**src/rtl/fdiv_pkg.sv**
```systemverilog
// Shared constants and the FSM state type for the FP32 mantissa divider.
package fdiv_pkg;

    // Mantissa width with the hidden bit included.
    localparam int FDIV_DW = 24;
    // Quotient width: 1 integer bit, 23 fraction bits, guard and round.
    localparam int FDIV_QW = 26;
    // Iteration counter width.
    localparam int FDIV_CW = $clog2(FDIV_QW);

    typedef enum logic [1:0] {
        ST_IDLE = 2'd0,
        ST_CALC = 2'd1,
        ST_DONE = 2'd2
    } fdiv_state_t;

endpackage

```
**src/rtl/fdiv_restore_step.sv**
```systemverilog
// One restoring-division step: compare the partial remainder against the
// divisor and subtract when it fits. Purely combinational.
module fdiv_restore_step
    import fdiv_pkg::*;
#(
    parameter int DW = FDIV_DW
) (
    input  logic [DW:0]   r,
    input  logic [DW-1:0] b,
    output logic          q_bit,
    output logic [DW:0]   r_next
);

    logic [DW:0] b_ext;

    assign b_ext = {1'b0, b};

    // The compare is one bit wider than the mantissa because r < 2b.
    always_comb begin
        q_bit  = (r >= b_ext);
        r_next = q_bit ? (r - b_ext) : r;
    end

endmodule

```
**src/rtl/fdiv_mantissa_seq.sv**
```systemverilog
// Sequential radix-2 restoring divider for normalized FP32 mantissas.
// Produces q = floor(a*2^25/b) and the matching remainder, one quotient bit
// per clock, behind a start/busy/done handshake.
// Optional build macro: FDIV_EARLY_TERM_EN -- finish as soon as the partial
// remainder becomes zero (results are identical, only latency changes).
module fdiv_mantissa_seq
    import fdiv_pkg::*;
#(
    parameter int DW = FDIV_DW,
    parameter int QW = FDIV_QW
) (
    input  logic          clk,
    input  logic          clrn,
    input  logic          start,
    input  logic [DW-1:0] a,
    input  logic [DW-1:0] b,
    output logic          busy,
    output logic          done,
    output logic [QW-1:0] q,
    output logic [DW-1:0] rem
);

    localparam int CW = $clog2(QW);
    localparam logic [CW-1:0] CNT_FIRST = CW'(QW - 1);

    fdiv_state_t   state_reg;
    logic          busy_reg;
    logic          done_reg;
    logic [QW-1:0] q_reg;
    logic [DW:0]   r_reg;
    logic [DW-1:0] b_reg;
    logic [CW-1:0] cnt_reg;

    logic          q_bit;
    logic [DW:0]   r_diff;
    logic          last_iter;
    logic          b_zero;
    logic          early_stop;

    fdiv_restore_step #(
        .DW (DW)
    ) u_step (
        .r      (r_reg),
        .b      (b_reg),
        .q_bit  (q_bit),
        .r_next (r_diff)
    );

    assign last_iter = (cnt_reg == '0);
    assign b_zero    = (b_reg == '0);

`ifdef FDIV_EARLY_TERM_EN
    // A zero remainder means every remaining quotient bit is zero.
    assign early_stop = (r_diff == '0);
`else
    assign early_stop = 1'b0;
`endif

    // Control FSM, iteration counter and datapath registers.
    always_ff @(posedge clk or negedge clrn) begin
        if (!clrn) begin
            state_reg <= ST_IDLE;
            busy_reg  <= 1'b0;
            done_reg  <= 1'b0;
            q_reg     <= '0;
            r_reg     <= '0;
            b_reg     <= '0;
            cnt_reg   <= '0;
        end else begin
            done_reg <= 1'b0;
            case (state_reg)
                ST_IDLE, ST_DONE: begin
                    if (start) begin
                        b_reg     <= b;
                        r_reg     <= {1'b0, a};
                        q_reg     <= '0;
                        cnt_reg   <= CNT_FIRST;
                        busy_reg  <= 1'b1;
                        state_reg <= ST_CALC;
                    end else begin
                        state_reg <= ST_IDLE;
                    end
                end
                ST_CALC: begin
                    q_reg[cnt_reg] <= q_bit;
                    // A zero divisor keeps the dividend unshifted so the
                    // remainder reports a instead of shifting out to zero.
                    if (last_iter || b_zero) begin
                        r_reg <= r_diff;
                    end else begin
                        r_reg <= {r_diff[DW-1:0], 1'b0};
                    end
                    cnt_reg <= cnt_reg - CW'(1);
                    if (last_iter || early_stop) begin
                        busy_reg  <= 1'b0;
                        done_reg  <= 1'b1;
                        state_reg <= ST_DONE;
                    end
                end
                default: begin
                    busy_reg  <= 1'b0;
                    state_reg <= ST_IDLE;
                end
            endcase
        end
    end

    assign busy = busy_reg;
    assign done = done_reg;
    assign q    = q_reg;
    // After the final step the remainder is below b, so the top bit is zero.
    assign rem  = r_reg[DW-1:0];

endmodule

```
**config.mk**
```make
export PLATFORM = sky130hd
export DESIGN_NAME = fdiv_mantissa_seq
export DESIGN_NICKNAME = d
export VERILOG_FILES = /design/src/rtl/fdiv_pkg.sv /design/src/rtl/fdiv_restore_step.sv /design/src/rtl/fdiv_mantissa_seq.sv
export SDC_FILE = /design/constraint.sdc
export NUM_CORES = 1
export LEC_CHECK = 0
export BUFFER_PORTS_ARGS = -buffer_cell sky130_fd_sc_hd__buf_2
export CAP_MARGIN = 0
export CORE_ASPECT_RATIO = 1.75
export CORE_UTILIZATION = 45
export DETAILED_ROUTE_END_ITERATION = 16
export GPL_ROUTABILITY_DRIVEN = 0
export PLACE_DENSITY = 0.67
export SYNTH_ARGS = -nofsm -noshare
export SYNTH_HDL_FRONTEND = slang
export SYNTH_HIERARCHICAL = 1
export SYNTH_SLANG_ARGS = --single-unit
```
**constraint.sdc**
```tcl
create_clock -name clk -period 5.2 [get_ports clk]
set_clock_uncertainty 0.15 [all_clocks]
set_input_delay 0.52 -clock clk [delete_from_list [all_inputs] [get_ports clk]]
set_output_delay 0.52 -clock clk [all_outputs]
set_load 0.01 [all_outputs]
```
==> flow_summary.json <==
{
  "outcome": "completed",
  "path_delay_family": "compound AO/OA/AOI/OAI gates",
  "ys_types": 59,
  "setup_viol": 0,
  "fin_crit_sh_pct": 66.3,
  "multiInputGateArea_um2": 3310,
  "ios": 103,
  "met3_length_um": 693,
  "initial_core_util_pct": 46.1,
  "clkTransAtPathRegs_ns": 0.07,
  "gr-total-overflow": 0,
  "end_kind": "flip-flop",
  "met1_length_um": 6260,
  "ys_seq_area_share_pct": 35.3,
  "netlist_area_um2": 5960,
  "wl_met2_um": 8490,
  "cts_sinks": 84,
  "synth.avg_cell_area_um2": 8.40,
  "largest_register_ffs": 26,
  "r2r_slack_ns": 1.75,
  "drt_iter0_drc": 296,
  "fillers": 1316,
  "cap_viol_max_count": 0,
  "hpwl_um": 11800,
  "crit_path_start_kind": "flip-flop",
  "hold_viol": 0,
  "worst_path_max_delay_cell": "a211oi_1",
  "yosys-top-cells-area": "dfrtp_1 35%, nand2_1 7.7%, ha_1 6.1%",
  "core_area_um2": 12900,
  "wl_um": 16100,
  "tightest_slew_ns": 1.09,
  "drc": 0,
  "syn_inst": 710,
  "ctsResizeCount": 0,
  "cts_root_buffer": "clkbuf_16",
  "synth.most_common_cell": "nand2_1",
  "routedWlPerCell_um": 17.4,
  "maxSlewHeadroom_pct": 27.6,
  "rows": 55,
  "grt_pass1_wl_um": 26400,
  "required_ns": 5.31,
  "grt_max_degree": 85,
  "dp_cells": 913,
  "synth_top_area_share_pct": 35.3,
  "seq_area_um2": 2100,
  "tns_ns": 0,
  "nNetsFinal": 834,
  "top_layer_used": "met4",
  "slowest_delay_ns": 0.52,
  "fmax_ghz": 0.290,
  "slew_violations": 0,
  "cts_made_buffers": 9,
  "post-synth-top-area-cell": "dfrtp_1",
  "cts_tree": "yes",
  "rsz0062_at_grt": "no",
  "syn_to_final_growth_pct": 9.97,
  "worstPathMaxFanout": 10,
  "port_buffers": 102,
  "reg2reg_to": "r_reg[24]",
  "synth_edf_count": 0,
  "post_cts_buffers": 0,
  "reg2reg_from": "b_reg[12]",
  "syn_nets": 791,
  "ctsHoldBuffers": 0,
  "ant_nets": 0,
  "diodes": 0,
  "grtUsageTotal_pct": 24.9,
  "dr.pass1.iters": 5,
  "hold_class": "input pin to async pin",
  "fin_crit_ns": 3.45,
  "finalNonFillerCells": 928,
  "ys_seq_elements": 84,
  "synthFlopType": "dfrtp_1",
  "path_class": "flip-flop to flip-flop",
  "clkLatencyLatePin_ns": 0.34,
  "via_count": 5461,
  "grt_pass1_vias": 5502,
  "synth_common_cells": "123 x nand2_1, 84 x dfrtp_1, 45 x nor2_1, 36 x inv_1",
  "ys_warn_count": 6,
  "dieWidth_um": 89,
  "async_flop_share_pct": 100,
  "die-height_um": 154,
  "vias_per_cell": 5.88,
  "drive_above_1_share_pct": 20.5,
  "cp_cell_sequence": "inv_1, ha_1, nand4_1, a211oi_1, nand3_1, o211ai_2, a31oi_1, o31ai_1, mux2i_1, nand2_1, mux2_2, o211ai_1",
  "cts_buffer_depth": 2,
  "antenna_found_initial": 0,
  "cp.arrival_ns": 3.56,
  "htreeDepth": 3,
  "reg2reg_depth": 12,
  "dieArea_um2": 13700,
  "crit_buf_inv": 1
}
## stage by stage
| stage | hold WS (ns) | utilization (%) | setup WS, ns | instance area, um2 |
|---|---|---|---|---|
| after floorplan | 0.0744 | - | 2.32 | 5960 |
| after global placement | 0.335 | 48.7 | 1.90 | 6300 |
| after detailed placement | 0.341 | 48.7 | 1.82 | 6300 |
| after CTS | 0.212 | 50.7 | 1.81 | 6560 |
| after global routing | 0.223 | 50.7 | 1.57 | 6560 |
| final | 0.219 | 50.7 | 1.75 | 6560 |
## kinds of logic after synthesis
| kind of cell | after synthesis | synth area share, % |
|---|---|---|
| AND/OR/NAND/NOR | 250 | 18.6 |
| AO/OA/AOI/OAI | 215 | 26.9 |
| buffers and inverters | 109 | 9.34 |
| flip-flops | 84 | 35.3 |
| adder cells (fa/ha/maj) | 30 | 6.42 |
| XOR/XNOR | 16 | 2.35 |
| multiplexers | 6 | 1.13 |
## metal layers
metal  vias up  GRT usage [%]
li1       2618              -
met1      2615           27.6
met2       170           44.0
met3        58           4.86
met4         0           12.6
met5         -              0
## worst max path at each step
stage	from	to	slack, ns	depth (start not counted)
global placement	b_reg[16]	r_reg[6]	1.90	11
detailed placement	b_reg[16]	r_reg[5]	1.82	11
CTS	b_reg[16]	r_reg[5]	1.81	11
finish	b_reg[12]	r_reg[24]	1.75	12
floorplan	b_reg[7]	q[10]	2.32	14
global route	b_reg[14]	r_reg[5]	1.57	11
## area by class of cell
type                            instances  area share (%)
Clock buffer                           10            3.49
Tap cell                              171            3.26
Timing Repair Buffer                  105            8.17
Multi-Input combinational cell        517            50.5
Sequential cell                        84            32.1
Inverter                               36            2.06
Clock inverter                          5           0.458
## placed cells by master (no fill, tap or decap), types with 3 or more instances in the layout
cell and n:
dfrtp_1 84, nand2_1 123, o21a_1 3, nor2_1 45, xor2_1 10, clkinv_2 3
and3_1 6, clkbuf_16 9, a21oi_1 20, nor3_1 31, o31ai_1 32, a21o_1 12
ha_1 29, o21ai_0 32, nor4_1 7, a211oi_1 17, xnor2_1 6, o211ai_1 27
a211oi_2 17, a31oi_1 8, o22ai_1 25, nand2b_1 3, nand3_1 12, mux2i_1 3
inv_1 36, nor2b_1 4, buf_4 4, nand3b_1 5, buf_2 101, o21bai_1 3
Power is left out: the tool's default activity adds up to more than one toggle a clock period on the data nets, which glitch-free logic cannot reach.
